File: src/rtl/locked_alu_mc.sv
// locked_alu_mc: multi-cycle locked ALU with valid/ready handshakes.
// Shifts and rotates move one bit per BUSY cycle. MUL is a shift-add over a
// 2*WIDTH accumulator. Result and flags are registered together.
// Optional flush input: define LOCKED_ALU_MC_FLUSH_EN.
module locked_alu_mc #(
  parameter int WIDTH = 8,
  parameter int SAW   = $clog2(WIDTH)
) (
  input  logic             clk,
  input  logic             rst_n,
`ifdef LOCKED_ALU_MC_FLUSH_EN
  input  logic             flush,
`endif
  input  logic             in_valid,
  output logic             in_ready,
  input  logic [3:0]       opcode,
  input  logic [WIDTH-1:0] a,
  input  logic [WIDTH-1:0] b,
  input  logic [7:0]       locking_key,
  output logic             out_valid,
  input  logic             out_ready,
  output logic [WIDTH-1:0] y,
  output logic             flag_z,
  output logic             flag_c,
  output logic             flag_n
);

  localparam int CW = SAW + 1;

  typedef enum logic [1:0] {IDLE, BUSY, DONE} state_t;

  state_t               state;
  logic                 is_mul;
  logic                 hi_sel;
  logic                 sh_left;
  logic                 sh_rot;
  logic [WIDTH-1:0]     sh;
  logic [WIDTH-1:0]     mcand;
  logic [2*WIDTH-1:0]   acc;
  logic [CW-1:0]        cnt;

  logic                 fl;
  logic [SAW-1:0]       amt;
  logic [WIDTH-1:0]     r_y;
  logic                 r_c;
  logic                 multi;
  logic                 op_mul;
  logic                 op_left;
  logic                 op_rot;
  logic [WIDTH-1:0]     s_nxt;
  logic                 s_out;
  logic [WIDTH:0]       m_sum;
  logic [2*WIDTH-1:0]   m_nxt;
  logic [WIDTH-1:0]     f_y;
  logic                 f_c;
  logic                 unused_key;

`ifdef LOCKED_ALU_MC_FLUSH_EN
  assign fl = flush;
`else
  assign fl = 1'b0;
`endif

  // Upper key bits are reserved.
  assign unused_key = ^locking_key[7:4];

  assign in_ready  = (state == IDLE);
  assign out_valid = (state == DONE);
  assign amt       = b[SAW-1:0];

  // Decode the request: single-cycle result, or setup for an iterative op.
  always_comb begin
    r_y     = '0;
    r_c     = 1'b0;
    multi   = 1'b0;
    op_mul  = (opcode == 4'hC);
    op_rot  = (opcode == 4'h7) || (opcode == 4'h8);
    // key[2] low swaps the shift/rotate direction
    op_left = ((opcode == 4'h5) || (opcode == 4'h7)) == locking_key[2];
    case (opcode)
      4'h0: begin
        if (locking_key[0]) {r_c, r_y} = {1'b0, a} + {1'b0, b};
        else                {r_c, r_y} = {1'b0, a} - {1'b0, b};
      end
      4'h1: {r_c, r_y} = {1'b0, a} - {1'b0, b};
      4'h2: r_y = a & b;
      4'h3: r_y = a | b;
      4'h4: r_y = locking_key[1] ? (a ^ b) : ~(a ^ b);
      4'h5, 4'h6, 4'h7, 4'h8: begin
        if (amt == '0) r_y = a;
        else           multi = 1'b1;
      end
      4'h9: begin
        r_y = a + WIDTH'(1);
        r_c = &a;
      end
      4'hA: begin
        r_y = a - WIDTH'(1);
        r_c = ~|a;
      end
      4'hB: r_y = ~a;
      4'hC: multi = 1'b1;
      default: begin
        r_y = '0;
        r_c = 1'b0;
      end
    endcase
  end

  // One iteration step of the shifter and the multiplier, plus final result.
  always_comb begin
    if (sh_left) begin
      s_out = sh[WIDTH-1];
      s_nxt = {sh[WIDTH-2:0], sh_rot & sh[WIDTH-1]};
    end else begin
      s_out = sh[0];
      s_nxt = {sh_rot & sh[0], sh[WIDTH-1:1]};
    end
    m_sum = {1'b0, acc[2*WIDTH-1:WIDTH]} + ({(WIDTH+1){acc[0]}} & {1'b0, mcand});
    m_nxt = {m_sum, acc[WIDTH-1:1]};
    if (is_mul) begin
      f_y = hi_sel ? m_nxt[2*WIDTH-1:WIDTH] : m_nxt[WIDTH-1:0];
      f_c = |m_nxt[2*WIDTH-1:WIDTH];
    end else begin
      f_y = s_nxt;
      f_c = s_out;
    end
  end

  // Control FSM with iteration registers and registered result/flags.
  always_ff @(posedge clk) begin
    if (!rst_n) begin
      state   <= IDLE;
      y       <= '0;
      flag_z  <= 1'b0;
      flag_c  <= 1'b0;
      flag_n  <= 1'b0;
      is_mul  <= 1'b0;
      hi_sel  <= 1'b0;
      sh_left <= 1'b0;
      sh_rot  <= 1'b0;
      sh      <= '0;
      mcand   <= '0;
      acc     <= '0;
      cnt     <= '0;
    end else begin
      case (state)
        IDLE: begin
          if (in_valid) begin
            if (multi) begin
              state   <= BUSY;
              is_mul  <= op_mul;
              hi_sel  <= ~locking_key[3];
              sh_left <= op_left;
              sh_rot  <= op_rot;
              sh      <= a;
              mcand   <= a;
              acc     <= {{WIDTH{1'b0}}, b};
              cnt     <= op_mul ? CW'(WIDTH) : {1'b0, amt};
            end else begin
              state  <= DONE;
              y      <= r_y;
              flag_z <= (r_y == '0);
              flag_c <= r_c;
              flag_n <= r_y[WIDTH-1];
            end
          end
        end
        BUSY: begin
          if (fl) begin
            state <= IDLE;
          end else begin
            sh  <= s_nxt;
            acc <= m_nxt;
            cnt <= cnt - CW'(1);
            if (cnt == CW'(1)) begin
              state  <= DONE;
              y      <= f_y;
              flag_z <= (f_y == '0);
              flag_c <= f_c;
              flag_n <= f_y[WIDTH-1];
            end
          end
        end
        DONE: begin
          if (fl || out_ready) state <= IDLE;
        end
        default: state <= IDLE;
      endcase
    end
  end

endmodule

File: config.mk
export PLATFORM = sky130hd
export DESIGN_NAME = locked_alu_mc
export DESIGN_NICKNAME = d
export VERILOG_FILES = /design/src/rtl/locked_alu_mc.sv
export SDC_FILE = /design/constraint.sdc
export NUM_CORES = 1
export LEC_CHECK = 0
export CORE_MARGIN = 3
export CORE_UTILIZATION = 55
export CTS_CLUSTER_DIAMETER = 60
export DETAILED_ROUTE_END_ITERATION = 16
export GPL_TIMING_DRIVEN = 1
export HOLD_SLACK_MARGIN = 0.12
export PLACE_DENSITY_LB_ADDON = 0.08
export SYNTH_ARGS = -nofsm -noshare
export SYNTH_HDL_FRONTEND = slang
export SYNTH_SLANG_ARGS = --single-unit
File: constraint.sdc
create_clock -name clk -period 4.45 [get_ports clk]
set_input_delay 0.89 -clock clk [delete_from_list [all_inputs] [get_ports clk]]
set_output_delay 0.89 -clock clk [all_outputs]
set_load 0.01 [all_outputs]
==> summary.md <==
| Metric | Value |
|---|---|
| Status | `finished clean` |
| Grt ovf | `0` |
| I/O pins | `45` |
| CP Data Arrival Time | `between 3 and 4 ns` |
| Register area | `1040 sq um` |
| Worst IR Drop VDD | `roughly 140 uV` |
| Via-per-instance ratio | `about 6.4` |
| Die Ht | `around 100 um` |
| # H-tree levels | `2` |
| Rel. slew slack | `47.8%` |
| Clock share of power | `22.8%` |
| Final hold vios | `0` |
| Setup Buffers After CTS | `0` |
| Buffers on Ports | `40` |
| Distinct cell type count after synthesis | `77` |
| GPL Wtd Cong | `between 0.9 and 1` |
| Clock Tree Root | `clkbuf_8` |
| WL per Instance | `18.6 um` |
| Commonest non-fill, non-tap cell in the layout | `nand2_1` |
| Initial DRC count | `around 420` |
| Area delta synth->final | `10.5%` |
| Post-route insts no fill | `roughly 770` |
| Syn Nets | `715` |
| Largest net degree at the start of global routing | `35` |
| Synth area leaders | `dfxtp_1, ha_1, nand2_1` |
| CTS tree | `done` |
| Nature of the critical path endpoint | `register` |
| Ys flop type | `dfxtp_1` |
| Post-DP HPWL | `10800 um` |
| Synth async-reset ratio | `0%` |
| Max-slew violations | `0` |
| Combinational Power Share | `a little over a third` |
| Drt pass-1 iters | `5` |
| Multi-input logic area | `around 3500 sq um` |
| #FFs+latches synth | `52` |
| TritonCTS Buffers | `5` |
| Avg Cell Area, Syn | `7.63 sq um` |
| Row cnt | `33` |
| Post-synth EDFFs | `0` |
| RSZ-0062 raised after global routing | `no` |
| Final core utilization | `64.3%` |
| Worst endpoint required time | `4.67 ns` |
| Clock sink total | `52` |
| CTS resizes | `0` |
| NetSw | `452 uW` |
| Synth Instances | `643` |
| Post-synth top area share | `a little over a fifth` |
| Power Density | `233 nW/um^2` |
| Crit Path Class | `in2reg` |
| Flop pwr share | `42.0%` |
| DRC violations left | `0` |
| Dpl cells | `759` |
| Period minus WS final | `3.74 ns` |
| Routed wire length | `14300 um` |
| Core area | `8420 sq um` |
| Mapped cell area | `4910 sq um` |
| Fillers | `about 770` |
| Final setup vio count | `0` |
| # diodes | `0` |
| Initial Util | `58.2%` |
| Nets | `about 730` |
| Synthesis Warnings | `0` |
| Max Cap Violations | `0` |
| Critical Path Source Type | `input port` |
| Die ar. | `10100 sq um` |
| Via Count | `just under 5000` |
| Routed Antenna Nets | `0` |
| Setup TNS | `0 ns` |
| Hold WC Path Type | `reg2reg` |
| Switching Fraction | `35.8%` |
| Leakage power | `0.00216 uW` |
| Sequential element share of the synthesized area | `21.2%` |
| Share of cells above drive strength 1 | `7.10%` |
| WHS | `~0.46 ns` |
| Most frequent cells in the layout | `nand2_1, dfxtp_1, nor2_1` |
| Slew @ Worst Pin | `0.763 ns` |
| CTS clk-pin slew, worst paths | `0.09 ns` |
| Crit-path max FO | `9` |
| Total chip power | `1260 uW` |
| Die W | `100 um` |
| Global-route wire length before repair | `23500 um` |
| Final worst-path cycle share | `84.1%` |
| Int Power | `810 uW` |
| Post-route clock skew | `0.00285 ns` |
| GRT Total Usage | `around 29%` |
| Synth area leader | `dfxtp_1` |
| Number of global-route vias before repair | `roughly 4700` |
| F_max | `267 MHz` |
| Initial antenna violation count | `0` |
| Worst-skew pair later-pin latency | `0.31 ns` |
| Clk buf depth | `2` |
| Hold Buf Count CTS | `0` |
synthesized netlist by cell type, types with 5 or more instances:
cell type / instances
a21boi_0: 19
a311oi_1: 8
nand2_1: 82
o221ai_1: 5
a22oi_1: 7
and3_1: 5
and2_1: 12
clkbuf_1: 26
nand3_1: 15
or3_1: 5
nor3_1: 13
nand4_1: 6
o211a_1: 5
o211ai_1: 15
a21oi_1: 34
inv_1: 38
xnor2_1: 8
xor2_1: 11
dfxtp_1: 52
mux2i_1: 15
a21o_1: 5
nor2b_1: 17
ha_1: 37
nor2_1: 47
nand2b_1: 12
o21ai_0: 18
buf_6: 5
nor4_1: 10
buf_2: 12
a211oi_1: 5
cells by family (layout without fill, tap and decap cells):
logic type / after synthesis / in the layout / synth area share, %
DFF: 52 / 52 / 21.2
AOI/OAI and AO/OA: 181 / 181 / 26.9
buffers and inverters: 85 / 104 / 7.98
xor gates and xnor gates: 19 / 19 / 3.39
adders and majority gates: 40 / 40 / 10.7
muxes: 18 / 18 / 3.75
and+or+nand+nor: 248 / 248 / 26.1
worst max-delay path, stage by stage:
cell and delay (ns):
clkdlybuf4s50_1 0.65, inv_1 0.15, ha_1 0.41, a21o_1 0.22, a21oi_1 0.26, o21ai_0 0.18, o311ai_0 0.40, o311ai_0 0.23
o21ai_0 0.27, o21ai_0 0.11, o21a_1 0.19
worst paths after layout:
check	from	end	slack [ns]	cells past startpoint
min	y[4]	y[4]	0.46	2
min reg2reg	y[4]	y[4]	0.46	2
max reg2reg	acc[0]	flag_z	1.54	12
max	b[2]	flag_c	0.71	11
power groups by stage:
| stage | Sequential [uW] | Combinational [uW] | Clock, uW |
|---|---|---|---|
| final | 531 | 444 | 288 |
| after global routing | 536 | 487 | 306 |
| after CTS | 530 | 438 | 288 |
| after detailed placement | 540 | 435 | 0 |
| after global placement | 539 | 427 | 0 |
| after floorplan | 532 | 302 | 0 |
area by class of cell:
type | instances | area share [%]
repair buffers | 58 | 9.88
clock buffers | 6 | 1.52
multi-input cells | 506 | 64.1
clock inverters | 2 | 0.185
inverters | 38 | 2.63
well taps | 105 | 2.42
flip-flops and latches | 52 | 19.2
flip-flops by register name (all words and copies together), names as in the netlist:
name,flops
acc,16
cnt,4
flag_c,1
flag_z,1
hi_sel,1
is_mul,1
mcand,8
sh,8
sh_left,1
sh_rot,1
state,2
y,8
stage by stage:
step / area (sq um) / setup WS [ns]
after floorplan: 4910 / 1.32
final: 5420 / 0.707
after global placement: 5330 / 0.508
after detailed placement: 5330 / 0.421
after global routing: 5420 / 0.511
after CTS: 5420 / 0.761
routing by layer:
| metal | part of all wire, % | global-route usage (%) |
|---|---|---|
| met4 | 1.9 | 7.25 |
| met3 | 9.4 | 4.45 |
| met5 | 0 | 0 |
| met2 | 43 | 44.3 |
| met1 | 46 | 42.1 |
(Power assumes the default switching activity.)
